### config.mk
export PLATFORM = sky130hd
export DESIGN_NAME = gpi_receiver
export DESIGN_NICKNAME = d
export VERILOG_FILES = /design/src/rtl/gpio_link_pkg.sv /design/src/rtl/sync_fifo.sv /design/src/rtl/gpi_receiver.sv
export SDC_FILE = /design/constraint.sdc
export NUM_CORES = 1
export LEC_CHECK = 0
export ABC_AREA = 1
export CORE_MARGIN = 4
export CORE_UTILIZATION = 35
export DETAILED_ROUTE_END_ITERATION = 12
export PLACE_DENSITY = 0.56
export SYNTH_ARGS = -nofsm -noshare
export SYNTH_HDL_FRONTEND = slang
export SYNTH_HIERARCHICAL = 1
export SYNTH_SLANG_ARGS = --single-unit
### constraint.sdc
create_clock -name clk -period 1.9 [get_ports clk]
set_input_delay 0.38 -clock clk [delete_from_list [all_inputs] [get_ports clk]]
set_output_delay 0.38 -clock clk [all_outputs]
set_load 0.05 [all_outputs]
### src/rtl/gpio_link_pkg.sv
// Constants shared by the GPO transmitter and the GPI receiver of the parallel link.
package gpio_link_pkg;

    // Width of the parallel data bus between transmitter and receiver.
    localparam int unsigned DATA_W = 23;

    // INTR is an active-low strobe and idles high.
    localparam logic INTR_ACTIVE = 1'b0;

endpackage

### src/rtl/sync_fifo.sv
// Single-clock FIFO. Pointers carry one extra wrap bit, so full and empty come
// straight from the pointers and no occupancy counter is needed.
module sync_fifo #(
    parameter int unsigned DATA_W = 23,
    parameter int unsigned DEPTH  = 4
) (
    input  logic              clk_i,
    input  logic              rst_i,
    input  logic              push_i,
    input  logic [DATA_W-1:0] wr_data_i,
    input  logic              pop_i,
    output logic [DATA_W-1:0] rd_data_o,
    output logic              full_o,
    output logic              empty_o
);

    localparam int unsigned AW = $clog2(DEPTH);

    logic [AW:0]       wr_ptr_q, wr_ptr_d;
    logic [AW:0]       rd_ptr_q, rd_ptr_d;
    logic [DATA_W-1:0] mem_q [DEPTH];
    logic [DATA_W-1:0] mem_d [DEPTH];
    logic              wr_en;
    logic              rd_en;

    // Flags and handshake qualification.
    always_comb begin
        empty_o = (wr_ptr_q == rd_ptr_q);
        full_o  = (wr_ptr_q[AW] != rd_ptr_q[AW]) &&
                  (wr_ptr_q[AW-1:0] == rd_ptr_q[AW-1:0]);
        rd_en   = pop_i && !empty_o;
        // A pop on the same edge frees a slot, so a push into a full FIFO is still taken.
        wr_en   = push_i && (!full_o || rd_en);
        rd_data_o = mem_q[rd_ptr_q[AW-1:0]];
    end

    // Next-state for pointers and storage.
    always_comb begin
        wr_ptr_d = wr_ptr_q;
        rd_ptr_d = rd_ptr_q;
        mem_d    = mem_q;
        if (wr_en) begin
            mem_d[wr_ptr_q[AW-1:0]] = wr_data_i;
            wr_ptr_d = wr_ptr_q + (AW + 1)'(1);
        end
        if (rd_en) begin
            rd_ptr_d = rd_ptr_q + (AW + 1)'(1);
        end
    end

    // State registers; storage is cleared so the head reads 0 after reset.
    always_ff @(posedge clk_i) begin
        if (rst_i) begin
            wr_ptr_q <= '0;
            rd_ptr_q <= '0;
            for (int i = 0; i < int'(DEPTH); i++) begin
                mem_q[i] <= '0;
            end
        end else begin
            wr_ptr_q <= wr_ptr_d;
            rd_ptr_q <= rd_ptr_d;
            mem_q    <= mem_d;
        end
    end

endmodule

### src/rtl/gpi_receiver.sv
// Receiver for the parallel GPI link: synchronises INTR and GPI, captures one word
// per INTR falling edge, buffers words in a FIFO and streams them out valid/ready.
// Words arriving while the FIFO is full (and not being popped) set a sticky overflow.
module gpi_receiver #(
    parameter int unsigned DATA_W      = gpio_link_pkg::DATA_W,
    parameter int unsigned SYNC_STAGES = 2,   // legal range 1..3
    parameter int unsigned DEPTH       = 4,   // power of two, >= 2
    parameter int unsigned CNT_W       = 16
) (
    input  logic              clk,
    input  logic              reset,
    input  logic [DATA_W-1:0] GPI,
    input  logic              INTR,
    output logic [DATA_W-1:0] out_data,
    output logic              out_valid,
    input  logic              out_ready,
    output logic              overflow,
    input  logic              clr_overflow,
    output logic [CNT_W-1:0]  word_count
);

    import gpio_link_pkg::*;

    logic [SYNC_STAGES-1:0] intr_sync_q, intr_sync_d;
    logic [DATA_W-1:0]      gpi_sync_q [SYNC_STAGES];
    logic [DATA_W-1:0]      gpi_sync_d [SYNC_STAGES];
    logic                   intr_prev_q, intr_prev_d;
    logic                   overflow_q, overflow_d;
    logic [CNT_W-1:0]       count_q, count_d;

    logic                   intr_sync;
    logic [DATA_W-1:0]      gpi_sync;
    logic                   strobe;
    logic                   pop;
    logic                   push_ok;
    logic                   drop;
    logic                   fifo_full;
    logic                   fifo_empty;

    // Shift INTR and GPI through the synchroniser together so data stays aligned
    // with the strobe that qualifies it.
    always_comb begin
        intr_sync_d    = intr_sync_q;
        gpi_sync_d     = gpi_sync_q;
        intr_sync_d[0] = INTR;
        gpi_sync_d[0]  = GPI;
        for (int i = 1; i < int'(SYNC_STAGES); i++) begin
            intr_sync_d[i] = intr_sync_q[i-1];
            gpi_sync_d[i]  = gpi_sync_q[i-1];
        end
    end

    // Falling-edge detect on the synchronised strobe and FIFO handshake decode.
    always_comb begin
        intr_sync   = intr_sync_q[SYNC_STAGES-1];
        gpi_sync    = gpi_sync_q[SYNC_STAGES-1];
        intr_prev_d = intr_sync;
        strobe      = (intr_sync == INTR_ACTIVE) && (intr_prev_q != INTR_ACTIVE);
        out_valid   = !fifo_empty;
        pop         = out_valid && out_ready;
        push_ok     = strobe && (!fifo_full || pop);
        drop        = strobe && fifo_full && !pop;
    end

    // Sticky overflow (a new drop beats a clear) and wrapping accepted-word counter.
    always_comb begin
        overflow_d = overflow_q;
        count_d    = count_q;
        if (drop) begin
            overflow_d = 1'b1;
        end else if (clr_overflow) begin
            overflow_d = 1'b0;
        end
        if (push_ok) begin
            count_d = count_q + CNT_W'(1);
        end
    end

    // State registers; INTR history resets to idle so release causes no false edge.
    always_ff @(posedge clk) begin
        if (reset) begin
            intr_sync_q <= '1;
            intr_prev_q <= ~INTR_ACTIVE;
            overflow_q  <= 1'b0;
            count_q     <= '0;
            for (int i = 0; i < int'(SYNC_STAGES); i++) begin
                gpi_sync_q[i] <= '0;
            end
        end else begin
            intr_sync_q <= intr_sync_d;
            gpi_sync_q  <= gpi_sync_d;
            intr_prev_q <= intr_prev_d;
            overflow_q  <= overflow_d;
            count_q     <= count_d;
        end
    end

    assign overflow   = overflow_q;
    assign word_count = count_q;

    sync_fifo #(
        .DATA_W (DATA_W),
        .DEPTH  (DEPTH)
    ) u_fifo (
        .clk_i     (clk),
        .rst_i     (reset),
        .push_i    (strobe),
        .wr_data_i (gpi_sync),
        .pop_i     (pop),
        .rd_data_o (out_data),
        .full_o    (fifo_full),
        .empty_o   (fifo_empty)
    );

endmodule
==> results.cfg <==
[status]
outcome = finished, violations left
violations = setup timing

[detailed_routing]
vias_per_cell = 4.681
vias = 7592
ant_nets = 0
wl_per_cell_um = 14.79
first_iter_violations = 595
drc = 0
first_pass_iters = 5
wirelength_um = 23990

[timing]
clock_skew_ns = 0.01031
max_freq_mhz = 485.8
tightest_slew_ns = 0.5516
slew_viol_final = 0
rsz0062_at_grt = true
max_slew_margin_pct = 63.17
layout_setup_ws_ns = -0.1584
setup_viol = 117
holdWs_ns = 0.2103
hold_viol = 0
fin_crit_sh_pct = 108.3
fin_crit_ns = 2.058

[synth]
synth_compound_area_share_pct = 7.018
synth-simple-area-share_pct = 31.15
synth.avg_cell_area_um2 = 6.494
synth_cells = 1208
synth_fa_ha_area_share_pct = 0.9569
synthMuxAreaShare_pct = 0
ys_warn_count = 6
synth_xor_area_share_pct = 0.5423
syn_area_mm2 = 0.007845
synth_top_family_by_area = simple AND/OR/NAND/NOR gates
syn_nets = 1242
synth-seq-area-share_pct = 41.85
ys_types = 28
ys_ff_latch = 164

[grt]
grt_pass1_vias = 6809
grt_start_max_net_pins = 55
grt_overflow_total = 0
grt_antenna_before_repair = 0
grt_pass1_wl_um = 36070
track_usage_pct = 18.32

[critical_path]
start_kind = flip-flop
arrival_ns = 1.68
criticalPathCategory = reg2out
endpoint = out_data[15]
startpoint = u_fifo/rd_ptr_q[0]
r2r-start = u_fifo/rd_ptr_q[0]
reg2reg_to = u_fifo/mem_q[55]
ff2ff_setup_slack_ns = -0.15
worstRegToRegCells = 17
crit_path_end_kind = output port
cp_max_fo = 8
required_ns = 1.52

[run]
max_cap_violations = 0

[layout]
drive_gt1_share_pct = 31.74
layout.nets = 1363
diodes = 0
mostFrequentLayoutCell = inv_1
syn_to_final_growth_pct = 50.64
layout_common_cells = inv_1, nand2_1, dfxtp_1

[cts]
cts_tree = done
hold_buffers = 0
cts.path.max_buffers = 2
cts_buffers = 17
cts_sinks = 164
cts_root_buffer = clkbuf_16
ctsHtreeMaxLevel = 4
path_clk_slew_ns = 0.07
insertion_delay_ns = 0.43

[place]
dp_hpwl_um = 12950
gp_congestion = 0.8015
portBuffers = 68

[worst_hold_path]
hp-class = in2reg

[pwr]
power.total_uw = 8589
power_per_cell_area_mw_per_mm2 = 726.8
ir_worst_vdd_mv = 0.6339
power.leakage_uw = 0.005296

[floorplanning]
core.rowCount = 54
start_util_pct = 35.73
io_pins = 69
die_y_um = 157.7
dieArea_mm2 = 0.02487
die_w_um = 157.7
core_area_mm2 = 0.02196
-- worst min-delay path by stage --
stage,to,from,depth (start not counted),slack [ns]
global placement,gpi_sync[9],gpi_sync_d[9],2,0.39
CTS,overflow,reset,2,0.21
global route,overflow,reset,2,0.24
detailed placement,gpi_sync[2],gpi_sync_d[2],2,0.39
finish,overflow,reset,2,0.21
floorplan,gpi_sync[0],gpi_sync_d[0],2,0.39
-- flip-flops by register name, summed over array words and instances, names as in the netlist --
register / cells
u_fifo/mem_q: 92
gpi_sync: 23
gpi_sync_d: 23
word_count: 16
u_fifo/rd_ptr_q: 3
u_fifo/wr_ptr_q: 3
intr_sync_q: 2
intr_prev_q: 1
overflow: 1
-- layout make-up --
class / instances / area, um^2
tap: 280 / 350.3
inverter: 293 / 1107
timing repair buffer: 172 / 2460
sequential: 164 / 3291
multi-input combinational: 681 / 3991
fill: 2065 / 10140
clock inverter: 15 / 192.7
clock buffer: 17 / 425.4
-- cell families after synthesis --
family,Yosys count
buffers and inverters,363
AO/OA/AOI/OAI,110
flip-flops,164
adder cells (fa/ha/maj),6
AND/OR/NAND/NOR,561
XOR/XNOR,4
-- synthesized netlist by cell type (all sizes together) --
cell type | instances | area, um^2
clkinv | 2 | 7.510
or2 | 2 | 12.51
nor3 | 4 | 20.02
dfxtp | 164 | 3283
nand2 | 257 | 982.2
nand3b | 1 | 7.510
and2 | 1 | 6.260
xnor2 | 2 | 25.03
a21oi | 78 | 390.4
ha | 6 | 75.07
xor2 | 2 | 17.52
nor2 | 178 | 685.7
inv | 291 | 1092
o21ai | 32 | 160.2
nand4 | 99 | 634.4
nand3 | 19 | 95.09
clkbuf | 46 | 182.7
buf | 24 | 167.7
-- critical path: stages, from the launching register on --
cell and delay (ns):
dfxtp_4 0.40, inv_8 0.06, buf_12 0.14, o21ai_2 0.16, a21oi_2 0.05, buf_4 0.13, a21oi_4 0.15, buf_12 0.16
-- routing by layer --
| layer | track usage (%) | wire (um) | vias to the layer above |
|---|---|---|---|
| met3 | 2.952 | 1283 | 27 |
| met5 | 0 | 0 | - |
| li1 | - | - | 3897 |
| met2 | 28.74 | 11120 | 243 |
| met1 | 26.27 | 11260 | 3425 |
| met4 | 4.793 | 325 | 0 |
-- through the flow --
step / std cells / setup WS, ns / instance area [um^2] / TNS, ns / utilization (%)
after floorplan: 1208 / -0.2256 / 8088 / -17.84 / -
after global placement: 1541 / -0.06013 / 9523 / -0.06013 / 43.37
after detailed placement: 1541 / -0.04933 / 9523 / -0.05567 / 43.37
after CTS: 1606 / -0.1955 / 11060 / -6.644 / 50.37
after global routing: 1622 / -0.2243 / 11820 / -19.93 / 53.82
final: 1622 / -0.1584 / 11820 / -10.06 / 53.82
-- power breakdown --
group	switching, uW	internal [uW]	leakage (uW)
Clock	1540	2110	0.000302
Combinational	773	598	0.00366
Sequential	46.1	3530	0.00134
-- repair_timing --
| action | in CTS | in global routing |
|---|---|---|
| gates resized for setup | 146 | 181 |
| gates cloned | 14 | 13 |
| setup buffers | 20 | 8 |
| endpoints found under the setup margin | 84 | 137 |
| pin swaps | 28 | 55 |
Note: power is estimated with default switching activity, not from simulation.
